[src/rtl/mph_pkg.sv]
// mph_pkg: shared state encoding, register map and window decode for the project mux harness
package mph_pkg;
  localparam logic [1:0] ST_RUN   = 2'd0;
  localparam logic [1:0] ST_DRAIN = 2'd1;
  localparam logic [1:0] ST_RST   = 2'd2;
  localparam logic [7:0] OFF_ACTIVE = 8'h00;
  localparam logic [7:0] OFF_STATUS = 8'h04;
  localparam logic [7:0] OFF_CTRL   = 8'h08;
  localparam logic [31:0] DEAD_DATA = 32'hDEAD_DEAD;
  typedef struct packed {
    logic       harness;
    logic       proj;
    logic [4:0] idx;
    logic [7:0] off;
  } win_t;
  // Window 0 is the harness itself; window p+1 belongs to project p.
  function automatic win_t win_decode(input logic [31:0] adr, input logic [31:0] base, input int num_proj);
    logic [31:0] rel;
    win_t w;
    rel = adr - base;
    w.off = rel[7:0];
    w.harness = rel[31:8] == '0;
    w.proj = rel[31:8] != '0 && rel[31:8] <= 24'(num_proj);
    w.idx = 5'(rel[31:8] - 24'd1);
    return w;
  endfunction
endpackage

[src/rtl/mph_switch_fsm.sv]
// mph_switch_fsm: drain/reset sequencing for a project switch
module mph_switch_fsm #(
  parameter int DRAIN_CYCLES = 4,
  parameter int RST_CYCLES   = 8
) (
  input  logic       i_clk,
  input  logic       i_rst_n,
  input  logic       i_start,
  input  logic       i_park,
  output logic [1:0] o_state,
  output logic       o_busy
);
  import mph_pkg::*;
  localparam int CW = $clog2((DRAIN_CYCLES > RST_CYCLES ? DRAIN_CYCLES : RST_CYCLES) + 1);
  logic [1:0]    r_state;
  logic [CW-1:0] r_cnt;
  // DRAIN counts up from zero, RST counts down to one.
  always_ff @(posedge i_clk or negedge i_rst_n) begin
    if (!i_rst_n) begin
      r_state <= ST_RST;
      r_cnt   <= CW'(RST_CYCLES);
    end else if (i_start) begin
      r_state <= i_park ? ST_RUN : ST_DRAIN;
      r_cnt   <= '0;
    end else if (r_state == ST_DRAIN) begin
      if (r_cnt == CW'(DRAIN_CYCLES - 1)) begin
        r_state <= ST_RST;
        r_cnt   <= CW'(RST_CYCLES);
      end else begin
        r_cnt <= r_cnt + 1'b1;
      end
    end else if (r_state == ST_RST) begin
      if (r_cnt == CW'(1)) r_state <= ST_RUN;
      r_cnt <= r_cnt - 1'b1;
    end
  end
  assign o_state = r_state;
  assign o_busy  = r_state != ST_RUN;
endmodule

[src/rtl/project_mux_harness.sv]
// project_mux_harness: muxes one of NUM_PROJ projects onto the pads and forwards its wishbone window
module project_mux_harness #(
  parameter int          NUM_PROJ     = 8,
  parameter int          IO_PADS      = 38,
  parameter logic [31:0] BASE_ADDR    = 32'h3000_0000,
  parameter int          DRAIN_CYCLES = 4,
  parameter int          RST_CYCLES   = 8,
  parameter int          WB_TIMEOUT   = 255
) (
  input  logic                         wb_clk_i,
  input  logic                         wb_rst_ni,
  input  logic                         wbs_cyc_i,
  input  logic                         wbs_stb_i,
  input  logic                         wbs_we_i,
  input  logic [3:0]                   wbs_sel_i,
  input  logic [31:0]                  wbs_adr_i,
  input  logic [31:0]                  wbs_dat_i,
  output logic                         wbs_ack_o,
  output logic [31:0]                  wbs_dat_o,
  input  logic [IO_PADS-1:0]           io_in,
  output logic [IO_PADS-1:0]           io_out,
  output logic [IO_PADS-1:0]           io_oeb,
  output logic [NUM_PROJ*IO_PADS-1:0]  proj_io_in,
  input  logic [NUM_PROJ*IO_PADS-1:0]  proj_io_out,
  input  logic [NUM_PROJ*IO_PADS-1:0]  proj_io_oeb,
  output logic [NUM_PROJ-1:0]          proj_rst_n,
  output logic [NUM_PROJ-1:0]          proj_stb,
  input  logic [NUM_PROJ-1:0]          proj_ack,
  input  logic [NUM_PROJ*32-1:0]       proj_dat
);
  import mph_pkg::*;
  localparam int TW = $clog2(WB_TIMEOUT + 1);
  win_t          w_win;
  logic [1:0]    w_state;
  logic          w_busy, w_req, w_run_ok, w_fwd_ok, w_fwd, w_pack, w_tmo, w_dead;
  logic          w_h_acc, w_act_wr, w_ctrl_wr, w_start, w_park, w_unused;
  logic [7:0]    w_active_nxt;
  logic [31:0]   w_pdat, w_hrd;
  logic [7:0]    r_active;
  logic          r_ack, r_sticky;
  logic [31:0]   r_dat;
  logic [TW-1:0] r_to;

  assign w_win        = win_decode(wbs_adr_i, BASE_ADDR, NUM_PROJ);
  assign w_req        = wbs_cyc_i & wbs_stb_i & ~r_ack;
  assign w_run_ok     = w_state == ST_RUN && r_active < 8'(NUM_PROJ);
  assign w_fwd_ok     = w_win.proj && {3'b0, w_win.idx} == r_active && w_state == ST_RUN;
  assign w_fwd        = w_req & w_fwd_ok;
  assign w_dead       = w_req & w_win.proj & ~w_fwd_ok;
  assign w_h_acc      = w_req & w_win.harness;
  assign w_act_wr     = w_h_acc & wbs_we_i & wbs_sel_i[0] & (w_win.off == OFF_ACTIVE);
  assign w_ctrl_wr    = w_h_acc & wbs_we_i & (w_win.off == OFF_CTRL);
  assign w_start      = w_act_wr | (w_ctrl_wr & wbs_dat_i[0]);
  assign w_active_nxt = w_act_wr ? wbs_dat_i[7:0] : r_active;
  // An out-of-range target has nothing to connect, so it skips the sequence.
  assign w_park       = w_active_nxt >= 8'(NUM_PROJ);
  assign w_tmo        = w_fwd & ~w_pack & (r_to == TW'(WB_TIMEOUT - 1));
  assign w_hrd        = wbs_we_i ? '0 :
                        w_win.off == OFF_ACTIVE ? {24'b0, r_active} :
                        w_win.off == OFF_STATUS ? {30'b0, r_sticky, w_busy} : '0;
  assign w_unused     = ^{wbs_sel_i[3:1], wbs_dat_i[31:8]};
  assign wbs_ack_o    = r_ack;
  assign wbs_dat_o    = r_dat;

  mph_switch_fsm #(
    .DRAIN_CYCLES(DRAIN_CYCLES),
    .RST_CYCLES  (RST_CYCLES)
  ) u_fsm (
    .i_clk  (wb_clk_i),
    .i_rst_n(wb_rst_ni),
    .i_start(w_start),
    .i_park (w_park),
    .o_state(w_state),
    .o_busy (w_busy)
  );

  always_comb begin
    io_out     = '0;
    io_oeb     = '1;
    proj_io_in = '0;
    proj_rst_n = '0;
    proj_stb   = '0;
    w_pack     = 1'b0;
    w_pdat     = '0;
    for (int p = 0; p < NUM_PROJ; p++) begin
      if (w_run_ok && r_active == 8'(p)) begin
        io_out                            = proj_io_out[p*IO_PADS +: IO_PADS];
        io_oeb                            = proj_io_oeb[p*IO_PADS +: IO_PADS];
        proj_io_in[p*IO_PADS +: IO_PADS]  = io_in;
        proj_rst_n[p]                     = 1'b1;
      end
      if (w_fwd && w_win.idx == 5'(p)) begin
        proj_stb[p] = 1'b1;
        w_pack      = proj_ack[p];
        w_pdat      = proj_dat[p*32 +: 32];
      end
    end
  end

  always_ff @(posedge wb_clk_i or negedge wb_rst_ni) begin
    if (!wb_rst_ni) begin
      r_active <= '0;
      r_ack    <= 1'b0;
      r_dat    <= '0;
      r_sticky <= 1'b0;
      r_to     <= '0;
    end else begin
      r_ack    <= w_h_acc | w_dead | w_tmo | (w_fwd & w_pack);
      r_dat    <= w_h_acc ? w_hrd : (w_dead | w_tmo) ? DEAD_DATA : (w_fwd & w_pack) ? w_pdat : '0;
      r_to     <= (w_fwd & ~w_pack & ~w_tmo) ? r_to + 1'b1 : '0;
      r_active <= w_active_nxt;
      r_sticky <= w_tmo | (r_sticky & ~(w_ctrl_wr & wbs_dat_i[1]));
    end
  end
endmodule

[config.mk]
export PLATFORM = sky130hd
export DESIGN_NAME = project_mux_harness
export DESIGN_NICKNAME = d
export VERILOG_FILES = /design/src/rtl/mph_pkg.sv /design/src/rtl/mph_switch_fsm.sv /design/src/rtl/project_mux_harness.sv
export SDC_FILE = /design/constraint.sdc
export NUM_CORES = 1
export LEC_CHECK = 0
export ABC_AREA = 1
export CAP_MARGIN = 30
export CORE_AREA = 10 10 537 539
export DETAILED_ROUTE_END_ITERATION = 12
export DIE_AREA = 0 0 547 549
export PLACE_DENSITY = 0.3
export SYNTH_ARGS = -nofsm -noshare
export SYNTH_HDL_FRONTEND = slang
export SYNTH_HIERARCHICAL = 1
export SYNTH_SLANG_ARGS = --single-unit
[constraint.sdc]
create_clock -name wb_clk_i -period 5.78 [get_ports wb_clk_i]
set_input_delay 1.156 -clock wb_clk_i [delete_from_list [all_inputs] [get_ports wb_clk_i]]
set_output_delay 1.156 -clock wb_clk_i [all_outputs]
set_load 0.05 [all_outputs]
==> flow_metrics.tcl <==
set metrics [dict create \
    syn_avg_cell_area_um2 5.02 \
    cts_tree "done" \
    dieWidth_um 547 \
    postSynthCellCount 2267 \
    hold_viol_final 0 \
    grt_antenna_before_repair 101 \
    worst_slack_ns 0.266 \
    clock_latency_ns 0.34 \
    leakagePower_nw 12.4 \
    startpoint "u_fsm/o_state[1]" \
    synth_area_leaders "nand2_1, nor2_1, dfrtp_1" \
    gp_congestion 0.953 \
    hold_path_class "reg -> reg" \
    peakVddDrop_uv 108 \
    drive_above_1_share 0.109 \
    crit_required_ns 4.62 \
    grt-ovfl-total 0 \
    post-route-period-util 0.954 \
    cp_max_fo 54 \
    synth_top_area_share 0.225 \
    ys_types 44 \
    clock_sinks 56 \
    grt_pass1_vias 23200 \
    fin_nets 4623 \
    tns_ns 0 \
    slowest_delay_ns 0.60 \
    wl_per_cell_um 27.3 \
    die_h_um 549 \
    power.density_mw_per_mm2 64.4 \
    crit-reg2reg-launch "r_active[0]" \
    endpoint_kind "primary output" \
    period_needed_ns 5.51 \
    cap_violations 0 \
    clkSlewWorstSetupHoldPaths_ns 0.09 \
    regArea_mm2 0.00140 \
    slew_viol_final 0 \
    synth_top_cell_by_area "nand2_1" \
    yosysMostFrequentCell "nand2_1" \
    r2r_cells 18 \
    start_kind "flop" \
    via_per_inst 2.96 \
    synth_enable_flop_cells 0 \
    rows 194 \
    grt_first_pass_wirelength_mm 253 \
    min_path_cells 1 \
    synthFlopType "dfrtp_1" \
    dp_slack_ns 0.310 \
    ys_async_sr_fraction 1.00 \
    ys_ff_latch 56 \
    slew_headroom 0.213 \
    cp_num_cells 15 \
    synth-seq-area-share 0.123 \
    routed_wl_mm 202 \
    syn_nets 3260 \
    first_pass_iters 5 \
    yosys-top-cells-count "nand2_1, nor2_1, inv_1, nand3_1, clkbuf_1" \
    first_iter_violations 1247 \
    rsz0062_at_grt "no" \
    start_util 0.0409 \
    worst_pin_slew_ns 1.18 \
    root_buffer "clkbuf_16" \
    h-tree-depth 2 \
    critPathMostFrequentCell "buf_4" \
    route.detailed.drc 0 \
    crit_buf_inv 7 \
    core_area_mm2 0.278 \
    routed-wl-met3_mm 14.0 \
    cp_cell_sequence "inv_1 -> nand2_1 -> nor3_4 -> buf_4 -> nand2_1 -> nor2_1 -> inv_4 -> buf_12 -> buf_4 -> nor2_1 -> nor4_1 -> o211ai_1 -> a21oi_1 -> buf_4 -> buf_12" \
    grt_use_total 0.126 \
    cp_slowest_cell "dfstp_2" \
    clock.fmax_mhz 181 \
    dpl.hpwl_mm 179 \
    cts_buffer_depth 2 \
    m1WireLength_mm 80.9 \
    syn_area_mm2 0.0114 \
    cp_top_family "buffers and inverters" \
    cp.arrival_ns 4.36 \
    ios 1412 \
    wl_met2_mm 104 \
    fp.dieArea_mm2 0.300 \
    finalSetupViolCount 0 \
    ant_nets 0 \
    grt_max_degree 64 \
    worstSetupPathType "reg -> out" \
    status "completed" \
    yosys_warnings 6 \
    top_layer "met5" \
    min-delay-start "r_to[0]" \
    fin_skew_ns 0.0197 \
    syn2layout_area_growth_pct 177 \
    multi_input_area_mm2 0.00862 \
    vias 21800 \
    fillers 32600 \
    port-buffer-count 1384 \
    cts_buffers 5 \
]
==> stage by stage <==
step | instance area [µm²] | total power [mW] | util | hold WS [ns] | instances
2_1_floorplan | 11400 | 0.672 | - | 0.453 | 2267
3_5_place_dp | 31200 | 1.71 | 0.112 | 0.480 | 7345
6_report | 31500 | 2.03 | 0.113 | 0.489 | 7373
3_3_place_gp | 31200 | 1.71 | 0.112 | 0.477 | 7342
5_1_grt | 31400 | 2.14 | 0.113 | 0.533 | 7358
4_1_cts | 31400 | 2.09 | 0.113 | 0.491 | 7353
==> cell families after synthesis <==
group,count (synthesis),synth area share
flops,56,0.123
mux,2,0.00198
xor+xnor,5,0.00385
fa+ha+maj,10,0.0110
simple gates,1533,0.562
compound gates,296,0.174
buf+inv,365,0.124
==> per-layer routing <==
| metal | vias to the layer above | track usage |
|---|---|---|
| met4 | 52 | 0.0136 |
| met1 | 10500 | 0.146 |
| met5 | - | 0 |
| met3 | 168 | 0.0368 |
| li1 | 10100 | - |
| met2 | 1088 | 0.236 |
==> cells in the final DEF (no fill, tap or decap), drive strengths merged, types with 28 or more instances in the layout <==
cell / n
o21ai: 90
a221oi: 28
o221ai: 47
inv: 213
clkdlybuf4s50: 1221
nand4: 49
nand3: 166
nor2: 551
or2: 48
nand2: 686
dfrtp: 54
a21oi: 41
buf: 286
==> power breakdown <==
group          switching, mW  internal, mW  total (mW)
clock network          0.191         0.166       0.357
registers         0.00000702         0.391       0.391
logic                  0.534         0.745        1.28
==> flip-flops by register name, summed over array words and instances (netlist names) <==
register and flops:
wbs_ack_o 1, r_sticky 1, wbs_dat_o 32, r_active 8, u_fsm/r_cnt 4, u_fsm/o_state 2, r_to 8
==> path summary, 6_finish.rpt <==
| check | to | slack (ns) |
|---|---|---|
| max | io_oeb[8] | 0.27 |
| min | r_to[0] | 0.49 |
| max reg2reg | r_to[5] | 2.25 |
| min reg2reg | r_to[0] | 0.49 |
| max in group asynchronous | r_to[2] | 4.19 |
| min in group asynchronous | wbs_dat_o[20] | 0.97 |
==> repair_timing <==
item | 4_1_cts | 5_1_grt
hold buffers | 0 | 0
buffers inserted | 0 | 2
pin swaps | 0 | 1
endpoints found under the setup margin | 1 | 2
resized for setup | 1 | 2
==> worst register-to-register path: stages (launching register included) <==
cell and delay, ns:
dfrtp_1 0.57, inv_2 0.18, nand2_1 0.10, o211ai_1 0.09, nor2_1 0.13, nand2_1 0.09, nor2_4 0.14, nand3_4 0.12
nor3_4 0.24, nand2_1 0.31, buf_4 0.26, o21ai_1 0.12, inv_1 0.06, nand2_2 0.12, nand2_2 0.08, buf_4 0.19
inv_2 0.28, nand3_2 0.25, nor2_1 0.15
==> final cells by class <==
type | count | share of cell area
diodes | 18 | 0.00143
clock buffers | 5 | 0.00398
clock inverters | 3 | 0.000875
inverters | 214 | 0.0260
multi-input cells | 1846 | 0.274
flip-flops and latches | 56 | 0.0446
well taps | 3724 | 0.148
repair buffers | 1507 | 0.501
No activity file was read; power rests on OpenSTA's default activity.
